===== config.mk =====
export PLATFORM = sky130hd
export DESIGN_NAME = inst_buffer_flat
export DESIGN_NICKNAME = d
export VERILOG_FILES = /design/src/rtl/inst_buffer_pkg.sv /design/src/rtl/inst_buffer_if.sv /design/src/rtl/ib_storage.sv /design/src/rtl/inst_buffer.sv /design/src/flat_wrapper.sv
export SDC_FILE = /design/constraint.sdc
export NUM_CORES = 2
export LEC_CHECK = 0
export ABC_CLOCK_PERIOD_IN_PS = 6750
export BUFFER_PORTS_ARGS = -buffer_cell sky130_fd_sc_hd__buf_2
export CAP_MARGIN = 20
export CORE_MARGIN = 1
export CORE_UTILIZATION = 60
export DETAILED_ROUTE_END_ITERATION = 7
export GPL_ROUTABILITY_DRIVEN = 0
export MAX_ROUTING_LAYER = met4
export PLACE_DENSITY = 0.79
export SYNTH_ARGS = -nofsm -noshare
export SYNTH_HDL_FRONTEND = slang
export SYNTH_SLANG_ARGS = --single-unit

===== constraint.sdc =====
create_clock -name clk -period 6.75 [get_ports clk]
set_input_delay 1.35 -clock clk [delete_from_list [all_inputs] [get_ports clk]]
set_output_delay 1.35 -clock clk [all_outputs]
set_load 0.05 [all_outputs]

===== src/rtl/inst_buffer_pkg.sv =====
// Shared front-end types: instruction bus width, buffer entry layout and default depth.
package inst_buffer_pkg;

  localparam int INST_W           = 32;
  localparam int IB_DEPTH_DEFAULT = 16;

  typedef struct packed {
    logic [INST_W-1:0] pc;
    logic [INST_W-1:0] inst;
    logic              is_branch;
  } ib_entry_t;

  localparam int ENTRY_W = $bits(ib_entry_t);

  function automatic ib_entry_t make_entry(input logic [INST_W-1:0] pc,
                                           input logic [INST_W-1:0] inst,
                                           input logic              is_branch);
    ib_entry_t e;
    e.pc        = pc;
    e.inst      = inst;
    e.is_branch = is_branch;
    return e;
  endfunction

endpackage


===== src/rtl/inst_buffer_if.sv =====
// Fetch-to-decode bundle around the instruction buffer; suffixes are from the buffer's point of view.
interface inst_buffer_if
  import inst_buffer_pkg::*;
#(
  parameter int DEPTH = IB_DEPTH_DEFAULT
);

  localparam int CW = $clog2(DEPTH) + 1;

  // write side (fetch)
  logic              valid_1_i;
  logic [INST_W-1:0] inst_1_i;
  logic [INST_W-1:0] pc_1_i;
  logic              is_branch_1_i;
  logic              valid_2_i;
  logic [INST_W-1:0] inst_2_i;
  logic [INST_W-1:0] pc_2_i;
  logic              is_branch_2_i;
  logic              ready_o;
  logic              drop_o;

  // read side (decode)
  logic              pop_1_i;
  logic              pop_2_i;
  logic              valid_1_o;
  logic [INST_W-1:0] inst_1_o;
  logic [INST_W-1:0] pc_1_o;
  logic              is_branch_1_o;
  logic              valid_2_o;
  logic [INST_W-1:0] inst_2_o;
  logic [INST_W-1:0] pc_2_o;
  logic              is_branch_2_o;
  logic [CW-1:0]     count_o;

  modport slave (
    input  valid_1_i, inst_1_i, pc_1_i, is_branch_1_i,
    input  valid_2_i, inst_2_i, pc_2_i, is_branch_2_i,
    output ready_o, drop_o,
    input  pop_1_i, pop_2_i,
    output valid_1_o, inst_1_o, pc_1_o, is_branch_1_o,
    output valid_2_o, inst_2_o, pc_2_o, is_branch_2_o,
    output count_o
  );

  modport master (
    output valid_1_i, inst_1_i, pc_1_i, is_branch_1_i,
    output valid_2_i, inst_2_i, pc_2_i, is_branch_2_i,
    input  ready_o, drop_o,
    output pop_1_i, pop_2_i,
    input  valid_1_o, inst_1_o, pc_1_o, is_branch_1_o,
    input  valid_2_o, inst_2_o, pc_2_o, is_branch_2_o,
    input  count_o
  );

endinterface


===== src/rtl/ib_storage.sv =====
// Two-write / two-read entry array for the instruction buffer; reads are combinational for show-ahead.
module ib_storage
  import inst_buffer_pkg::*;
#(
  parameter int DEPTH = IB_DEPTH_DEFAULT,
  localparam int PW   = $clog2(DEPTH)
) (
  input  logic      clk,
  input  logic      we_1_i,
  input  logic [PW-1:0] waddr_1_i,
  input  ib_entry_t wdata_1_i,
  input  logic      we_2_i,
  input  logic [PW-1:0] waddr_2_i,
  input  ib_entry_t wdata_2_i,
  input  logic [PW-1:0] raddr_1_i,
  output ib_entry_t rdata_1_o,
  input  logic [PW-1:0] raddr_2_i,
  output ib_entry_t rdata_2_o
);

  // No reset: stale contents are never visible because the top masks by occupancy.
  ib_entry_t mem_q [DEPTH];

  // The two write addresses are always tail and tail+1, so they never collide.
  always_ff @(posedge clk) begin
    if (we_1_i) begin
      mem_q[waddr_1_i] <= wdata_1_i;
    end
    if (we_2_i) begin
      mem_q[waddr_2_i] <= wdata_2_i;
    end
  end

  assign rdata_1_o = mem_q[raddr_1_i];
  assign rdata_2_o = mem_q[raddr_2_i];

endmodule


===== src/rtl/inst_buffer.sv =====
// Dual-issue circular instruction buffer between fetch and decode: pointers, occupancy, handshake, masking.
module inst_buffer
  import inst_buffer_pkg::*;
#(
  parameter int DEPTH = IB_DEPTH_DEFAULT
) (
  input  logic         clk,
  input  logic         rst,
  input  logic         flush,
  inst_buffer_if.slave bus
);

  localparam int PW = $clog2(DEPTH);
  localparam int CW = $clog2(DEPTH) + 1;
  localparam logic [CW-1:0] READY_MAX = CW'(DEPTH - 2);

  logic [PW-1:0] head_q, head_d;
  logic [PW-1:0] tail_q, tail_d;
  logic [CW-1:0] count_q, count_d;

  logic      ready;
  logic      wr_1, wr_2;
  logic      rd_valid_1, rd_valid_2;
  logic      pop_1, pop_2;
  logic [1:0] n_wr, n_pop;
  ib_entry_t wdata_1, wdata_2;
  ib_entry_t rdata_1, rdata_2;

  // Space check uses only the registered count; same-cycle pops do not open room.
  assign ready = (count_q <= READY_MAX);

  assign wr_1 = bus.valid_1_i & ready & ~flush;
  assign wr_2 = wr_1 & bus.valid_2_i;

  assign rd_valid_1 = (count_q >= CW'(1));
  assign rd_valid_2 = (count_q >= CW'(2));

  // Slot 2 can only be consumed together with slot 1, keeping pops in order.
  assign pop_1 = bus.pop_1_i & rd_valid_1;
  assign pop_2 = pop_1 & bus.pop_2_i & rd_valid_2;

  assign n_wr  = {1'b0, wr_1} + {1'b0, wr_2};
  assign n_pop = {1'b0, pop_1} + {1'b0, pop_2};

  assign wdata_1 = make_entry(bus.pc_1_i, bus.inst_1_i, bus.is_branch_1_i);
  assign wdata_2 = make_entry(bus.pc_2_i, bus.inst_2_i, bus.is_branch_2_i);

  always_comb begin
    head_d  = head_q;
    tail_d  = tail_q;
    count_d = count_q;
    if (flush) begin
      head_d  = '0;
      tail_d  = '0;
      count_d = '0;
    end else begin
      head_d  = head_q + PW'(n_pop);
      tail_d  = tail_q + PW'(n_wr);
      count_d = count_q + CW'(n_wr) - CW'(n_pop);
    end
  end

  always_ff @(posedge clk) begin
    if (rst) begin
      head_q  <= '0;
      tail_q  <= '0;
      count_q <= '0;
    end else begin
      head_q  <= head_d;
      tail_q  <= tail_d;
      count_q <= count_d;
    end
  end

  ib_storage #(
    .DEPTH (DEPTH)
  ) u_storage (
    .clk       (clk),
    .we_1_i    (wr_1),
    .waddr_1_i (tail_q),
    .wdata_1_i (wdata_1),
    .we_2_i    (wr_2),
    .waddr_2_i (tail_q + PW'(1)),
    .wdata_2_i (wdata_2),
    .raddr_1_i (head_q),
    .rdata_1_o (rdata_1),
    .raddr_2_i (head_q + PW'(1)),
    .rdata_2_o (rdata_2)
  );

  assign bus.ready_o = ready;
  assign bus.drop_o  = bus.valid_1_i & ~ready & ~flush & ~rst;
  assign bus.count_o = count_q;

  assign bus.valid_1_o     = rd_valid_1;
  assign bus.inst_1_o      = rd_valid_1 ? rdata_1.inst : '0;
  assign bus.pc_1_o        = rd_valid_1 ? rdata_1.pc : '0;
  assign bus.is_branch_1_o = rd_valid_1 & rdata_1.is_branch;

  assign bus.valid_2_o     = rd_valid_2;
  assign bus.inst_2_o      = rd_valid_2 ? rdata_2.inst : '0;
  assign bus.pc_2_o        = rd_valid_2 ? rdata_2.pc : '0;
  assign bus.is_branch_2_o = rd_valid_2 & rdata_2.is_branch;

endmodule


===== src/flat_wrapper.sv =====
// flat-port wrapper written by rule: the top's interface ports become plain ports
module inst_buffer_flat import inst_buffer_pkg::*;
#(
  parameter int DEPTH = IB_DEPTH_DEFAULT
)
  (clk, rst, flush, bus_valid_1_i, bus_inst_1_i, bus_pc_1_i, bus_is_branch_1_i, bus_valid_2_i, bus_inst_2_i, bus_pc_2_i, bus_is_branch_2_i, bus_ready_o, bus_drop_o, bus_pop_1_i, bus_pop_2_i, bus_valid_1_o, bus_inst_1_o, bus_pc_1_o, bus_is_branch_1_o, bus_valid_2_o, bus_inst_2_o, bus_pc_2_o, bus_is_branch_2_o, bus_count_o);
  inst_buffer_if #(.DEPTH(DEPTH)) bus_i ();
  input  logic clk;
  input  logic rst;
  input  logic flush;
  input wire logic [$bits(bus_i.valid_1_i)-1:0] bus_valid_1_i;
  input wire logic [$bits(bus_i.inst_1_i)-1:0] bus_inst_1_i;
  input wire logic [$bits(bus_i.pc_1_i)-1:0] bus_pc_1_i;
  input wire logic [$bits(bus_i.is_branch_1_i)-1:0] bus_is_branch_1_i;
  input wire logic [$bits(bus_i.valid_2_i)-1:0] bus_valid_2_i;
  input wire logic [$bits(bus_i.inst_2_i)-1:0] bus_inst_2_i;
  input wire logic [$bits(bus_i.pc_2_i)-1:0] bus_pc_2_i;
  input wire logic [$bits(bus_i.is_branch_2_i)-1:0] bus_is_branch_2_i;
  output wire logic [$bits(bus_i.ready_o)-1:0] bus_ready_o;
  output wire logic [$bits(bus_i.drop_o)-1:0] bus_drop_o;
  input wire logic [$bits(bus_i.pop_1_i)-1:0] bus_pop_1_i;
  input wire logic [$bits(bus_i.pop_2_i)-1:0] bus_pop_2_i;
  output wire logic [$bits(bus_i.valid_1_o)-1:0] bus_valid_1_o;
  output wire logic [$bits(bus_i.inst_1_o)-1:0] bus_inst_1_o;
  output wire logic [$bits(bus_i.pc_1_o)-1:0] bus_pc_1_o;
  output wire logic [$bits(bus_i.is_branch_1_o)-1:0] bus_is_branch_1_o;
  output wire logic [$bits(bus_i.valid_2_o)-1:0] bus_valid_2_o;
  output wire logic [$bits(bus_i.inst_2_o)-1:0] bus_inst_2_o;
  output wire logic [$bits(bus_i.pc_2_o)-1:0] bus_pc_2_o;
  output wire logic [$bits(bus_i.is_branch_2_o)-1:0] bus_is_branch_2_o;
  output wire logic [$bits(bus_i.count_o)-1:0] bus_count_o;
  assign bus_i.valid_1_i = bus_valid_1_i;
  assign bus_i.inst_1_i = bus_inst_1_i;
  assign bus_i.pc_1_i = bus_pc_1_i;
  assign bus_i.is_branch_1_i = bus_is_branch_1_i;
  assign bus_i.valid_2_i = bus_valid_2_i;
  assign bus_i.inst_2_i = bus_inst_2_i;
  assign bus_i.pc_2_i = bus_pc_2_i;
  assign bus_i.is_branch_2_i = bus_is_branch_2_i;
  assign bus_ready_o = bus_i.ready_o;
  assign bus_drop_o = bus_i.drop_o;
  assign bus_i.pop_1_i = bus_pop_1_i;
  assign bus_i.pop_2_i = bus_pop_2_i;
  assign bus_valid_1_o = bus_i.valid_1_o;
  assign bus_inst_1_o = bus_i.inst_1_o;
  assign bus_pc_1_o = bus_i.pc_1_o;
  assign bus_is_branch_1_o = bus_i.is_branch_1_o;
  assign bus_valid_2_o = bus_i.valid_2_o;
  assign bus_inst_2_o = bus_i.inst_2_o;
  assign bus_pc_2_o = bus_i.pc_2_o;
  assign bus_is_branch_2_o = bus_i.is_branch_2_o;
  assign bus_count_o = bus_i.count_o;
  inst_buffer #(.DEPTH(DEPTH)) u_core (.clk(clk), .rst(rst), .flush(flush), .bus(bus_i));
endmodule

==> metrics <==
actual slew at the worst max-slew pin 1.24 ns; clk slew on worst S/H paths 0.06 ns; ANT nets after route 0; Setup CP Type reg -> out; DIE AREA 0.106 mm^2; post-cts resize count 0; fin. max-slew vios 0; GRT Overall Usage 36.1%; RR Startpoint u_core.bus.count_o[4]; Post-Syn Area 0.0630 mm^2; Syn Area/Cell 17.6 um^2; crit-path max cell delay 1.21 ns; first-pass GRT wire length 270 mm; crit path from u_core.bus.count_o[4]; Tmin final 6.00 ns; Die W 326 um; Post-synth top flop edfxtp_1; leakage 21.7 nW; hold_ws 0.692 ns; Placement Rows 118; CTS Buf Count 113; setup bufs post-CTS 0; Ys Warns 0; initial antenna violation count 32; router iterations before antenna repair 5; IO Pins 276; Post-synth EDFFs 1040; unrepaired setup endpoints after global routing false; layout cell share with drive strength beyond 1 57.1%; CP Cell Sequence inv_1 > ha_1 > nand3_1 > nand2b_4 > buf_4 > o22ai_1 > buf_2; DRC Markers 0; maximum VDD drop 0.538 mV; Hold Crit Class reg -> reg; CORE AREA 0.104 mm^2; pwr/cell area 310 mW/mm^2; CP delay by family, top simple AND/OR/NAND/NOR gates; total gr overflow 0; # hold bufs at CTS 0; DR WL/cell 36.3 um; input/output buffers 275; Arrival @ worst endpoint 4.65 ns; clk_lat worst skew 0.71 ns; Final period util 88.8%; Initial Utilization 60.7%; Netlist cell types 47; Setup crit end kind output port; pre-CTS WS 1.75 ns; register area share after synthesis 50.0%; ys async rst share 0%; vias in the first global route 38657; critical path buffer and inverter count 3; worst hold start u_core.tail_q[0]; final core utilization 66.0%; max_cap viols 0; final setup fails 0; CP max FO 45; setup TNS 0 ns; Max clock buf depth 3; slowest CP cell nand2b_4; setup slack, reg-to-reg 1.77 ns; drt total wl 187 mm; via/cell ratio 7.46; final hold viol count 0; vias 38470; Pwr Total 0.0212 W; Die Height 326 um; total clock sinks 1053; DR iter-0 viols 5485; DP Wirelength 102 mm; CP Data Required Time 5.40 ns; Syn Nets 3735; clk root buf clkbuf_16; element type at the critical path start register; slew margin rel. 17.5%; H-tree levels 3; fmax 167 MHz; # nets final 3806; #FFs+latches synth 1053; skew final 0.0249 ns; Cells after Synth 3579; Layout fillers 6962; area grow syn2layout 8.76%; Setup WS post-layout 0.753 ns; outcome finished clean; largest net degree at the start of global routing 147; CTS tree yes
final cells by class:
| cell class | instances | area (um^2) | share of cell area (%) |
|---|---|---|---|
| Antenna cell | 28 | 70.1 | 0.102 |
| Clock buffer | 136 | 2960 | 4.32 |
| Clock inverter | 76 | 683 | 0.997 |
| Inverter | 19 | 71.3 | 0.104 |
| Multi-Input combinational cell | 2080 | 29100 | 42.5 |
| Sequential cell | 1053 | 31500 | 46.0 |
| Tap cell | 1380 | 1730 | 2.52 |
| Timing Repair Buffer | 383 | 2370 | 3.47 |
cells by family (layout without fill, tap and decap cells):
logic type	count (synthesis)	count (layout)	synth area share (%)
adders and majority gates	19	19	0.425
DFF	1053	1053	50.0
and+or+nand+nor	73	73	0.685
other	0	28	0
AOI/OAI and AO/OA	288	288	3.03
buffers and inverters	446	614	4.36
muxes	1692	1692	41.4
xor gates and xnor gates	8	8	0.111
synthesized netlist by cell type, types with 3 or more instances:
cell type | number | share of area, %
a21oi_1 | 70 | 0.56
a22oi_1 | 129 | 1.5
and2_1 | 4 | 0.040
buf_1 | 4 | 0.024
buf_12 | 27 | 0.86
buf_2 | 111 | 0.88
buf_4 | 74 | 0.88
buf_6 | 17 | 0.30
buf_8 | 8 | 0.19
clkbuf_1 | 186 | 1.1
dfxtp_1 | 13 | 0.41
edfxtp_1 | 1040 | 50
fa_1 | 4 | 0.13
ha_1 | 15 | 0.30
inv_1 | 19 | 0.11
mux2_1 | 21 | 0.38
mux2_2 | 659 | 12
mux2_4 | 360 | 8.6
mux2i_1 | 134 | 2.1
mux4_2 | 518 | 19
nand2_1 | 8 | 0.048
nand2b_1 | 4 | 0.040
nand3_1 | 4 | 0.032
nor2_1 | 28 | 0.17
nor2_4 | 6 | 0.11
nor2b_1 | 3 | 0.030
o22ai_1 | 81 | 0.80
xnor2_1 | 4 | 0.056
xor2_1 | 4 | 0.056
routing by layer:
| layer | vias up | global-route usage (%) | wire length [um] |
|---|---|---|---|
| met3 | 456 | 9.04 | 23600 |
| met1 | 20068 | 47.2 | 68100 |
| met4 | 0 | 12.4 | 6460 |
| li1 | 15047 | - | - |
| met5 | - | - | 0 |
| met2 | 2899 | 55.5 | 89000 |
stage by stage:
step / instance area, um^2 / instances
finish: 68500 / 5155
global placement: 64800 / 4915
CTS: 68400 / 5127
floorplan: 63000 / 3579
global route: 68500 / 5153
detailed placement: 64800 / 4915
placed cells by master (no fill, tap or decap), types with 3 or more instances in the layout:
| cell type | n |
|---|---|
| clkinvlp_4 | 5 |
| mux2i_1 | 134 |
| nand3_1 | 4 |
| nor2_4 | 21 |
| dfxtp_1 | 11 |
| mux2_1 | 21 |
| nand2_1 | 7 |
| ha_1 | 14 |
| nor2b_1 | 3 |
| clkinv_1 | 27 |
| o22ai_1 | 65 |
| a22oi_1 | 129 |
| o22ai_4 | 16 |
| nand2b_1 | 3 |
| bufinv_16 | 11 |
| xnor2_1 | 4 |
| mux4_2 | 518 |
| mux2_4 | 360 |
| nor2_1 | 15 |
| clkinv_2 | 27 |
| xor2_1 | 3 |
| fa_1 | 4 |
| and2_1 | 4 |
| inv_1 | 19 |
| edfxtp_1 | 1040 |
| buf_12 | 15 |
| buf_2 | 275 |
| clkbuf_1 | 21 |
| clkbuf_16 | 115 |
| diode_2 | 28 |
| buf_4 | 93 |
| inv_6 | 3 |
| mux2_2 | 659 |
| a21oi_1 | 70 |
worst reg2reg max path, stage by stage, from the launching register on:
cell      delay [ns]
dfxtp_1         0.31
inv_1           0.25
ha_1            0.23
nand3_1         0.70
nor2_4          1.16
inv_1           0.14
and2_1          0.21
ha_1            0.32
ha_1            0.29
inv_1           0.05
ha_1            0.17
inv_1           0.07
fa_1            0.45
nand2b_1        0.16
a21oi_1         0.18
or3_1           0.13
a21oi_1         0.06
path summary, 6_finish.rpt:
| path | endpoint | cells after the start |
|---|---|---|
| worst max-delay path | bus_inst_2_o[25] | 7 |
| worst min register to register | u_core.tail_q[0] | 2 |
| worst min-delay path | u_core.tail_q[0] | 2 |
| worst max register to register | u_core.bus.count_o[4] | 16 |
state kept, by name, summed over array words and instances (netlist names):
signal and cells:
u_core.head_q 4, u_core.tail_q 4, u_core.bus.count_o 5, u_core.u_storage.mem_q 1040
power by group:
part | internal [W] | leakage (nW) | total [W] | switching [W]
clock | 0.00353 | 1.78 | 0.00618 | 0.00265
combinational | 0.00258 | 10.5 | 0.00772 | 0.00514
sequential | 0.00728 | 9.48 | 0.00735 | 0.0000690
total | 0.0134 | 21.7 | 0.0212 | 0.00786
Power figures use the tool's default switching activity.
